--- src/rtl/wdt_axi_regs.sv ---
// AXI4 slave register front-end for the watchdog timer: WDEN/WDLIVE/WTOCNT control levels
// to the core and a live/sticky view of the core's timeout level.
module wdt_axi_regs #(
  parameter int ID_W      = 8,
  parameter int ADDR_W    = 32,
  parameter int LIVE_HOLD = 16
) (
  input  logic              clk,
  input  logic              rst,
  input  logic [ID_W-1:0]   AWID,
  input  logic [ADDR_W-1:0] AWADDR,
  input  logic [7:0]        AWLEN,
  input  logic [2:0]        AWSIZE,
  input  logic [1:0]        AWBURST,
  input  logic              AWVALID,
  output logic              AWREADY,
  input  logic [31:0]       WDATA,
  input  logic [3:0]        WSTRB,
  input  logic              WLAST,
  input  logic              WVALID,
  output logic              WREADY,
  output logic [ID_W-1:0]   BID,
  output logic [1:0]        BRESP,
  output logic              BVALID,
  input  logic              BREADY,
  input  logic [ID_W-1:0]   ARID,
  input  logic [ADDR_W-1:0] ARADDR,
  input  logic [7:0]        ARLEN,
  input  logic [2:0]        ARSIZE,
  input  logic [1:0]        ARBURST,
  input  logic              ARVALID,
  output logic              ARREADY,
  output logic [ID_W-1:0]   RID,
  output logic [31:0]       RDATA,
  output logic [1:0]        RRESP,
  output logic              RLAST,
  output logic              RVALID,
  input  logic              RREADY,
  input  logic              WTO,
  output logic              WDEN,
  output logic              WDLIVE,
  output logic [31:0]       WTOCNT,
  output logic              wto_irq
);

  localparam int CW = $clog2(LIVE_HOLD + 1);
  localparam logic [1:0] RESP_OKAY   = 2'b00;
  localparam logic [1:0] RESP_DECERR = 2'b11;

  typedef enum logic [1:0] {W_IDLE, W_DATA, W_RESP} wstate_t;
  typedef enum logic {R_IDLE, R_DATA} rstate_t;

  wstate_t           wstate_q;
  logic              awready_q, wready_q, bvalid_q;
  logic [ID_W-1:0]   bid_q;
  logic [1:0]        bresp_q;
  logic [11:0]       waddr_q;

  rstate_t           rstate_q;
  logic              arready_q, rvalid_q, rlast_q;
  logic [ID_W-1:0]   rid_q;
  logic [11:0]       raddr_q;
  logic [7:0]        rlen_q;
  logic [31:0]       rdata_q;
  logic [1:0]        rresp_q;

  logic              wden_q, wden_d;
  logic [31:0]       wtocnt_q, wtocnt_d;
  logic [CW-1:0]     live_cnt_q, live_cnt_d;
  logic              sticky_q, sticky_d;

  logic              wbeat, kick, w1c;
  logic [11:0]       rd_addr;
  logic [31:0]       rd_data;
  logic [1:0]        rd_resp;
  logic              unused_ok;

  function automatic logic addr_mapped(input logic [11:0] a);
    return a[11:4] == 8'h00;
  endfunction

  assign unused_ok = ^{AWADDR, ARADDR, AWLEN, AWSIZE, AWBURST, ARSIZE, ARBURST};

  assign wbeat = wready_q && WVALID;
  assign kick  = wbeat && addr_mapped(waddr_q) && (waddr_q[3:2] == 2'd1) && WSTRB[0] && WDATA[0];
  assign w1c   = wbeat && addr_mapped(waddr_q) && (waddr_q[3:2] == 2'd3) && WSTRB[0] && WDATA[1];

  always_comb begin
    wden_d   = wden_q;
    wtocnt_d = wtocnt_q;
    if (wbeat && addr_mapped(waddr_q) && (waddr_q[3:2] == 2'd0) && WSTRB[0]) wden_d = WDATA[0];
    for (int b = 0; b < 4; b++) begin
      if (wbeat && addr_mapped(waddr_q) && (waddr_q[3:2] == 2'd2) && WSTRB[b])
        wtocnt_d[8*b +: 8] = WDATA[8*b +: 8];
    end
    // A re-kick reloads the full hold time; otherwise count down to zero and stop.
    if (kick)                  live_cnt_d = CW'(LIVE_HOLD);
    else if (live_cnt_q != '0) live_cnt_d = live_cnt_q - 1'b1;
    else                       live_cnt_d = live_cnt_q;
    // A timeout seen in the same cycle as a clear keeps the flag set.
    if (WTO)      sticky_d = 1'b1;
    else if (w1c) sticky_d = 1'b0;
    else          sticky_d = sticky_q;
  end

  // Read mux sees pre-edge register state, so a same-cycle write is not yet visible.
  assign rd_addr = arready_q ? ARADDR[11:0] : raddr_q;

  always_comb begin
    rd_data = '0;
    rd_resp = RESP_OKAY;
    if (!addr_mapped(rd_addr)) begin
      rd_resp = RESP_DECERR;
    end else begin
      case (rd_addr[3:2])
        2'd0:    rd_data = {31'b0, wden_q};
        2'd1:    rd_data = {31'b0, WDLIVE};
        2'd2:    rd_data = wtocnt_q;
        default: rd_data = {30'b0, sticky_q, WTO};
      endcase
    end
  end

  always_ff @(posedge clk or posedge rst) begin
    if (rst) begin
      wden_q     <= 1'b0;
      wtocnt_q   <= '0;
      live_cnt_q <= '0;
      sticky_q   <= 1'b0;
    end else begin
      wden_q     <= wden_d;
      wtocnt_q   <= wtocnt_d;
      live_cnt_q <= live_cnt_d;
      sticky_q   <= sticky_d;
    end
  end

  // ---- write channel: AW -> W beats -> B ----
  always_ff @(posedge clk or posedge rst) begin
    if (rst) begin
      wstate_q  <= W_IDLE;
      awready_q <= 1'b1;
      wready_q  <= 1'b0;
      bvalid_q  <= 1'b0;
      bid_q     <= '0;
      bresp_q   <= RESP_OKAY;
      waddr_q   <= '0;
    end else begin
      case (wstate_q)
        W_IDLE: if (AWVALID) begin
          bid_q     <= AWID;
          waddr_q   <= AWADDR[11:0];
          awready_q <= 1'b0;
          wready_q  <= 1'b1;
          wstate_q  <= W_DATA;
        end
        W_DATA: if (wbeat && WLAST) begin
          wready_q <= 1'b0;
          bvalid_q <= 1'b1;
          bresp_q  <= addr_mapped(waddr_q) ? RESP_OKAY : RESP_DECERR;
          wstate_q <= W_RESP;
        end
        W_RESP: if (BREADY) begin
          bvalid_q  <= 1'b0;
          awready_q <= 1'b1;
          wstate_q  <= W_IDLE;
        end
        default: wstate_q <= W_IDLE;
      endcase
    end
  end

  // ---- read channel: AR -> ARLEN+1 beats of the same register ----
  always_ff @(posedge clk or posedge rst) begin
    if (rst) begin
      rstate_q  <= R_IDLE;
      arready_q <= 1'b1;
      rvalid_q  <= 1'b0;
      rlast_q   <= 1'b0;
      rid_q     <= '0;
      raddr_q   <= '0;
      rlen_q    <= '0;
      rdata_q   <= '0;
      rresp_q   <= RESP_OKAY;
    end else begin
      case (rstate_q)
        R_IDLE: if (ARVALID) begin
          rid_q     <= ARID;
          raddr_q   <= ARADDR[11:0];
          rlen_q    <= ARLEN;
          rdata_q   <= rd_data;
          rresp_q   <= rd_resp;
          rlast_q   <= (ARLEN == 8'd0);
          rvalid_q  <= 1'b1;
          arready_q <= 1'b0;
          rstate_q  <= R_DATA;
        end
        R_DATA: if (RREADY) begin
          if (rlast_q) begin
            rvalid_q  <= 1'b0;
            rlast_q   <= 1'b0;
            arready_q <= 1'b1;
            rstate_q  <= R_IDLE;
          end else begin
            rlen_q  <= rlen_q - 8'd1;
            rlast_q <= (rlen_q == 8'd1);
            rdata_q <= rd_data;
            rresp_q <= rd_resp;
          end
        end
        default: rstate_q <= R_IDLE;
      endcase
    end
  end

  assign AWREADY = awready_q;
  assign WREADY  = wready_q;
  assign BVALID  = bvalid_q;
  assign BID     = bid_q;
  assign BRESP   = bresp_q;
  assign ARREADY = arready_q;
  assign RVALID  = rvalid_q;
  assign RLAST   = rlast_q;
  assign RID     = rid_q;
  assign RDATA   = rdata_q;
  assign RRESP   = rresp_q;
  assign WDEN    = wden_q;
  assign WDLIVE  = (live_cnt_q != '0);
  assign WTOCNT  = wtocnt_q;
  assign wto_irq = sticky_q;

endmodule
--- config.mk ---
export PLATFORM = sky130hd
export DESIGN_NAME = wdt_axi_regs
export DESIGN_NICKNAME = d
export VERILOG_FILES = /design/src/rtl/wdt_axi_regs.sv
export SDC_FILE = /design/constraint.sdc
export NUM_CORES = 1
export LEC_CHECK = 0
export ABC_AREA = 0
export CAP_MARGIN = 20
export CORE_UTILIZATION = 44
export CTS_CLUSTER_DIAMETER = 80
export DETAILED_ROUTE_END_ITERATION = 16
export GPL_TIMING_DRIVEN = 0
export HOLD_SLACK_MARGIN = 0.08
export PLACE_DENSITY = 0.86
export RECOVER_POWER = 50
export SYNTH_ARGS = -nofsm -noshare
export SYNTH_HDL_FRONTEND = slang
export SYNTH_SLANG_ARGS = --single-unit
--- constraint.sdc ---
create_clock -name clk -period 11 [get_ports clk]
set_clock_uncertainty 0.1 [all_clocks]
set_input_delay 1.65 -clock clk [delete_from_list [all_inputs] [get_ports clk]]
set_output_delay 1.65 -clock clk [all_outputs]
set_load 0.1 [all_outputs]
==> results.sh <==
export IMPL_vias=4160
export IMPL_rr_endpoint="WTOCNT[21]$_DFFE_PP0P_"
export IMPL_synth_top_cells_by_count="124 x dfrtp_1, 64 x nand2_1, 50 x mux2_2"
export IMPL_syn_avg_cell_area_um2=12.3
export IMPL_critPathMaxStageDelay_ns=0.98
export IMPL_drt_iter0_drc=184
export IMPL_min_to="raddr_q[5]$_DFFE_PP0P_"
export IMPL_path_clk_slew_ns=0.06
export IMPL_dpl_hpwl_mm=9.72
export IMPL_synth_top_cell_by_area="dfrtp_1"
export IMPL_syn_area_mm2=0.00521
export IMPL_fmax_mhz=231
export IMPL_crit_type="flop to primary output"
export IMPL_antenna_found_initial=0
export IMPL_grt_max_degree=79
export IMPL_synth_nets=578
export IMPL_areaGrowthSynthToFinish_pct=50.8
export IMPL_yosysSeqAreaShare=0.606
export IMPL_r2r_start="waddr_q[4]$_DFFE_PP0P_"
export IMPL_cts_hold_buf=0
export IMPL_r2r_slack_ns=8.55
export IMPL_cts_tree="done"
export IMPL_drt_wirelength_per_cell_um=17.3
export IMPL_end_kind="primary output"
export IMPL_outcome="finished, violations left"
export IMPL_drive_gt1_frac=0.157
export IMPL_clk_root_buffer_cell="clkbuf_16"
export IMPL_p_int_w=0.00104
export IMPL_cp_buffers_inverters=3
export IMPL_wl_met2_mm=6.99
export IMPL_post_route_drc_count=0
export IMPL_min_from="raddr_q[5]$_DFFE_PP0P_"
export IMPL_worstSkewPairLatency_ns=0.40
export IMPL_slowest_stage="clkdlybuf4s50_1"
export IMPL_gp_congestion=0.866
export IMPL_clockBufferDepth=2
export IMPL_syn_inst=424
export IMPL_clockPowerShare=0.391
export IMPL_pwr_share_seq=0.360
export IMPL_viasPerCell=5.33
export IMPL_rsz0062_at_grt="no"
export IMPL_power_switching_w=0.000489
export IMPL_violations="max-capacitance violations, max-slew violations"
export IMPL_grt_pass1_vias=4408
export IMPL_drv_cap=1
export IMPL_wl_met3_mm=1.01
export IMPL_synth_cell_types=53
export IMPL_hold_viol_final=0
export IMPL_synth_ff_type="dfrtp_1"
export IMPL_grt_pass1_wl_mm=22.0
export IMPL_synth_most_common_cell="dfrtp_1"
export IMPL_clock_sinks=126
export IMPL_row_count=39
export IMPL_vdd_drop_max_mv=0.255
export IMPL_max_slew_worst_pin_slew_ns=2.24
export IMPL_post_cts_buffers=0
export IMPL_synth_seq_cells=126
export IMPL_hp_class="flop to flop"
export IMPL_synth_async_reset_ratio=1.00
export IMPL_route_top_layer_used="met4"
export IMPL_period_needed_ns=4.32
export IMPL_instances_no_fill=781
export IMPL_yosysTopAreaCellShare=0.595
export IMPL_p_leak_nw=3.69
export IMPL_nets=779
export IMPL_core_mm2=0.0115
export IMPL_design_area_mm2=0.00786
export IMPL_io_pins=244
export IMPL_finalSetupViolCount=0
export IMPL_crit_chain="inv_1 > ha_1 > nor4b_4 > inv_1 > clkdlybuf4s50_1"
export IMPL_p_comb_frac=0.249
export IMPL_start_util=0.454
export IMPL_drt_met1_wl_mm=5.33
export IMPL_dp_cells=749
export IMPL_cpMostUsedCell="inv_1"
export IMPL_post_dp_cell_area_mm2=0.00723
export IMPL_synth_edf_count=0
export IMPL_grt_use_total=0.230
export IMPL_synth_area_top_cells="dfrtp_1 60%, mux2_2 11%, a22o_1 5.5%"
export IMPL_routed_wl_mm=13.5
export IMPL_diodes=0
export IMPL_crit_family="buffers and inverters"
export IMPL_io_buffers=181
export IMPL_tns_ns=0
export IMPL_htree_levels=4
export IMPL_min_period_over_period=0.393
export IMPL_overflow=0
export IMPL_chipWidth_um=111
export IMPL_die_area_mm2=0.0123
export IMPL_required_ns=9.25
export IMPL_p_sw_frac=0.320
export IMPL_drv_slew=49
export IMPL_whs_path_depth=2
export IMPL_post_cts_resized=0
export IMPL_critPathLaunchType="flop"
export IMPL_arrival_ns=2.57
export IMPL_firstDrtPassIters=4
export IMPL_cts_buffers=17
export IMPL_cp_max_fo=6
export IMPL_yosys_warnings=0
export IMPL_power_density_mw_per_mm2=194
export IMPL_reg2regPathDepth=5
export IMPL_ant_nets=0
export IMPL_die_h_um=111
export IMPL_slew_headroom=-0.501
worst min-delay path: stages, from the launching register on:
cell	delay [ns]
dfrtp_1	0.34
nand2_1	0.05
nand2_1	0.05
power groups by stage:
stage               Combinational (W)  Clock [W]  Sequential [W]
finish                       0.000380   0.000596        0.000550
global route                 0.000409   0.000625        0.000555
CTS                          0.000383   0.000604        0.000550
detailed placement           0.000382          0        0.000557
global placement             0.000371          0        0.000553
floorplan                    0.000140          0        0.000682
per-stage QoR:
step           total power (W)   util  hold slack [ns]  setup slack (ns)
2_1_floorplan         0.000822      -            0.346              5.90
3_3_place_gp          0.000925  0.628            0.360              4.28
3_5_place_dp          0.000939  0.631            0.368              7.09
4_1_cts                0.00154  0.686            0.382              6.64
5_1_grt                0.00159  0.685            0.404              6.56
6_report               0.00153  0.685            0.378              6.68
sequential cells by signal (all words and copies together), names as in the netlist:
signal      cells
RDATA          32
WTOCNT         32
raddr_q        10
waddr_q        10
BID             8
RID             8
rlen_q          8
live_cnt_q      5
wstate_q        2
ARREADY         1
AWREADY         1
BRESP           1
BVALID          1
RLAST           1
RRESP           1
RVALID          1
WDEN            1
WREADY          1
rstate_q        1
wto_irq         1
worst max path at each step:
stage / to / slack [ns] / cells past startpoint / from
after global placement: BID[0]$_DFFE_PP0P_ / 4.28 / 2 / rst
after CTS: WDLIVE / 6.64 / 5 / live_cnt_q[0]$_DFFE_PP0P_
after floorplan: BID[0]$_DFFE_PP0P_ / 5.90 / 1 / rst
after global routing: WDLIVE / 6.56 / 5 / live_cnt_q[0]$_DFFE_PP0P_
after detailed placement: waddr_q[8]$_DFFE_PP0P_ / 7.09 / 5 / AWVALID
final: WDLIVE / 6.68 / 5 / live_cnt_q[0]$_DFFE_PP0P_
logic make-up after synthesis:
logic type | share of synthesized area
buf+inv | 0.0307
simple gates | 0.117
flops | 0.606
compound gates | 0.110
fa+ha+maj | 0.00720
mux | 0.126
xor+xnor | 0.00336
placed cells by master, fill, tap and decap left out, types with 2 or more instances in the layout:
cell type / instances
o21ai_0: 11
buf_6: 4
bufinv_16: 4
or2_2: 2
mux2_2: 50
clkinv_2: 3
mux2i_1: 5
xnor2_1: 2
dfrtp_1: 124
clkbuf_16: 17
ha_1: 3
o41ai_1: 2
clkbuf_1: 17
nand2_1: 67
dfstp_2: 2
nand3_1: 4
clkbuf_8: 3
inv_1: 9
and3_1: 2
a22o_1: 33
nor4_1: 4
buf_4: 2
dlygate4sd3_1: 5
a21oi_1: 11
clkdlybuf4s50_1: 176
mux2_1: 2
nor3_1: 7
nor2b_1: 2
nand2b_1: 4
o22ai_1: 3
clkinv_4: 2
a21o_1: 3
nor2_1: 23
metal layers:
metal | track usage | up-vias
li1 | - | 1908
met3 | 0.0831 | 21
met4 | 0.0880 | 0
met2 | 0.391 | 148
met5 | 0 | -
met1 | 0.264 | 2083
layout make-up:
class	count	area, um2
well taps	143	179
multi-input cells	266	1890
flip-flops and latches	126	3160
clock inverters	10	160
fillers	830	3610
inverters	10	38.8
plain buffers	22	121
repair buffers	182	1840
clock buffers	22	474
(Power assumes the default switching activity.)
==> RTL edit (same settings) <==
Set the parameter `ID_W` to 7 (it was 8).
--- a/src/rtl/wdt_axi_regs.sv
+++ b/src/rtl/wdt_axi_regs.sv
@@ -1,7 +1,7 @@
 // AXI4 slave register front-end for the watchdog timer: WDEN/WDLIVE/WTOCNT control levels
 // to the core and a live/sticky view of the core's timeout level.
 module wdt_axi_regs #(
-  parameter int ID_W      = 8,
+  parameter int ID_W      = 7,
   parameter int ADDR_W    = 32,
   parameter int LIVE_HOLD = 16
 ) (
Interface: changed (resized ARID, AWID, BID and RID); port bits go from 244 to 240. No check against the original RTL was run, so the function may have changed too.
==> RTL edit against the original RTL <==
The flow still finishes with violations (capacitance limit, slew limit). Final area fell by 1.7%. Setup slack worse by 0.13 ns. Synthesized cell count shrank 0.94%. Worst hold slack got worse by 0.013 ns. Utilization decreased by 0.61 points. Routed wire length rose by 2.1%. Sequential cell count is 2 lower. Non-clock buffer count decreased by 4. Total power increased by 28%. Die area shrank 1.6%. First-iteration DRC count is 16% higher. Area after synthesis shrank 1.7%. Critical path type unchanged.
==> RTL edit: results (changes against the original RTL) <==
- Antenna diode instance count: 0 (unchanged)
- Period minus WS final: 4.45 ns (+0.130 ns)
- Failing checks: capacitance limit, slew limit
- Max-Cap Viols: 1 (unchanged)
- # fillers: 844 (+1.7%)
- Post-CTS Resized: 0 (unchanged)
- Worst-Skew Late Latency: approximately 0.41 ns
- Slowest cell on crit path: clkdlybuf4s50_1
- Initial antenna violation count: 0 (unchanged)
- Slew Viols, Final: 54 (+10%)
- Final hold slack: 0.365 ns (-0.0127 ns)
- Warning count from the yosys run: 0 (unchanged)
- CP Max Fanout: 6 (unchanged)
- Register area share after synthesis: 60.6% (about the same)
- PortBufs: 177 (-2.2%)
- Pre-CTS setup slack: 6.94 ns (-0.155 ns)
- Detailed Routing Iterations Pass 1: 4 (unchanged)
- Vias in the first global route: 4319 (-2.0%)
- Clock Pin Slew Worst Setup and Hold Paths: 0.05 ns
- CTS Buffer Depth: 2 (unchanged)
- CTS Root Buffer Type: clkbuf_16
- Max-Slew Margin vs Limit: -62.3% (-12 points)
- Hold_sp: raddr_q[9]
- Synth top area cells: dfrtp_1 (60%), mux2_2 (11%), a22o_1 (5.6%), nand2_1 (4.8%), nor2_1 (1.5%)
- Syn_nets: 572 (-1.0%)
- CP peak stage delay: between 0.9 and 1 ns
- WL final: 13800 um (+2.1%)
- Via count: 4140 (-0.48%)
- Nets@finish: 769 (-1.3%)
- DPL Wire Length: 9670 um (-0.53%)
- Max VDD drop: 259 uV (+1.9%)
- FF-to-FF Start: wstate_q[0]
- CTS Buf Count: 17 (unchanged)
- First-pass GRT wire length: 21600 um (-1.8%)
- Library cells used by synthesis: 48 (-9.4%)
- Hold WC Path Type: flip-flop to flip-flop
- Leak: 3.50 nW (-5.0%)
- Largest net degree at the start of global routing: 72 (-8.9%)
- Post-synth top cells: dfrtp_1 (122), nand2_1 (65), mux2_2 (50), a22o_1 (33), nor2_1 (20)
- Cts-stage hold buffer count: 0 (unchanged)
- Worst Setup SP: live_cnt_q[0]
- Status: finished, violations left
- Fraction of layout instances using a drive strength above 1: 15.2% (-0.44 points)
- Crit path DAT: 2.70 ns (+0.13 ns)
- Reg2reg setup slack: 8.25 ns (-0.30 ns)
- Post-CTS Setup Bufs: 0 (unchanged)
- Total GRT Usage: 24.5% (+1.5 points)
- Htree depth: 4 (unchanged)
- Asr flop ratio synth: 100% (unchanged)
- Gpl congestion: 0.849 (-2.0%)
- 1st-iter DRT viols: 213 (+16%)
-- RTL edit: cell types whose count changed after synthesis, moves of 2 or more --
cell / before / now
and2_1: 0 / 2
dfrtp_1: 124 / 122
nand2_2: 4 / 0
inv_1: 10 / 12
nor2_1: 23 / 20
mux2_1: 2 / 0
-- RTL edit: cell type report --
cell class / count / area share (%)
Timing Repair Buffer: 178 / 23.3
Buffer: 22 / 1.59
Tap cell: 143 / 2.32
Sequential cell: 124 / 40.2
Clock inverter: 7 / 1.75
Inverter: 12 / 0.600
Multi-Input combinational cell: 262 / 23.9
Clock buffer: 25 / 6.29
-- RTL edit: critical path, delay by kind of cell, from the launching register on --
| family | cells | cell delay [ns] |
|---|---|---|
| buf+inv | 3 | 1.21 |
| simple gates | 1 | 0.51 |
| flops | 1 | 0.37 |
| fa+ha+maj | 1 | 0.20 |
-- RTL edit: cells by family (layout without fill, tap and decap cells) --
| family | after synthesis | count (layout) | synth area share (%) |
|---|---|---|---|
| buf+inv | 34 | 244 | 3.27 |
| simple gates | 125 | 125 | 11.6 |
| flops | 124 | 124 | 60.6 |
| mux | 56 | 56 | 12.4 |
| xor+xnor | 2 | 2 | 0.342 |
| compound gates | 76 | 76 | 11.0 |
| fa+ha+maj | 3 | 3 | 0.732 |
-- RTL edit: through the flow --
| step | cells | instance area (um2) | util, % |
|---|---|---|---|
| after floorplan | 420 | 5120 | - |
| after global placement | 740 | 7080 | 62.2 |
| after detailed placement | 741 | 7110 | 62.5 |
| after CTS | 773 | 7730 | 68.0 |
| after global routing | 773 | 7720 | 67.9 |
| final | 773 | 7720 | 67.9 |
-- RTL edit: power by group --
part | internal [mW] | total (mW) | switching, mW
registers | 0.560 | 0.634 | 0.0742
logic | 0.226 | 0.733 | 0.506
clock network | 0.396 | 0.584 | 0.188
total | 1.18 | 1.95 | 0.769
-- RTL edit: final timing paths --
path,cells after the start,to
max,5,WDLIVE
min,2,raddr_q[9]
max reg2reg,4,waddr_q[8]
min reg2reg,2,raddr_q[9]
max in group asynchronous,3,AWREADY
min in group asynchronous,2,rlen_q[4]
-- RTL edit: layer usage --
| metal | global-route usage (%) | wire (um) | part of all wire [%] |
|---|---|---|---|
| met2 | 40.8 | 7100 | 51 |
| met4 | 12.2 | 385 | 2.8 |
| met1 | 27.8 | 5220 | 38 |
| met5 | 0 | 0 | 0 |
| met3 | 8.54 | 1110 | 8.0 |
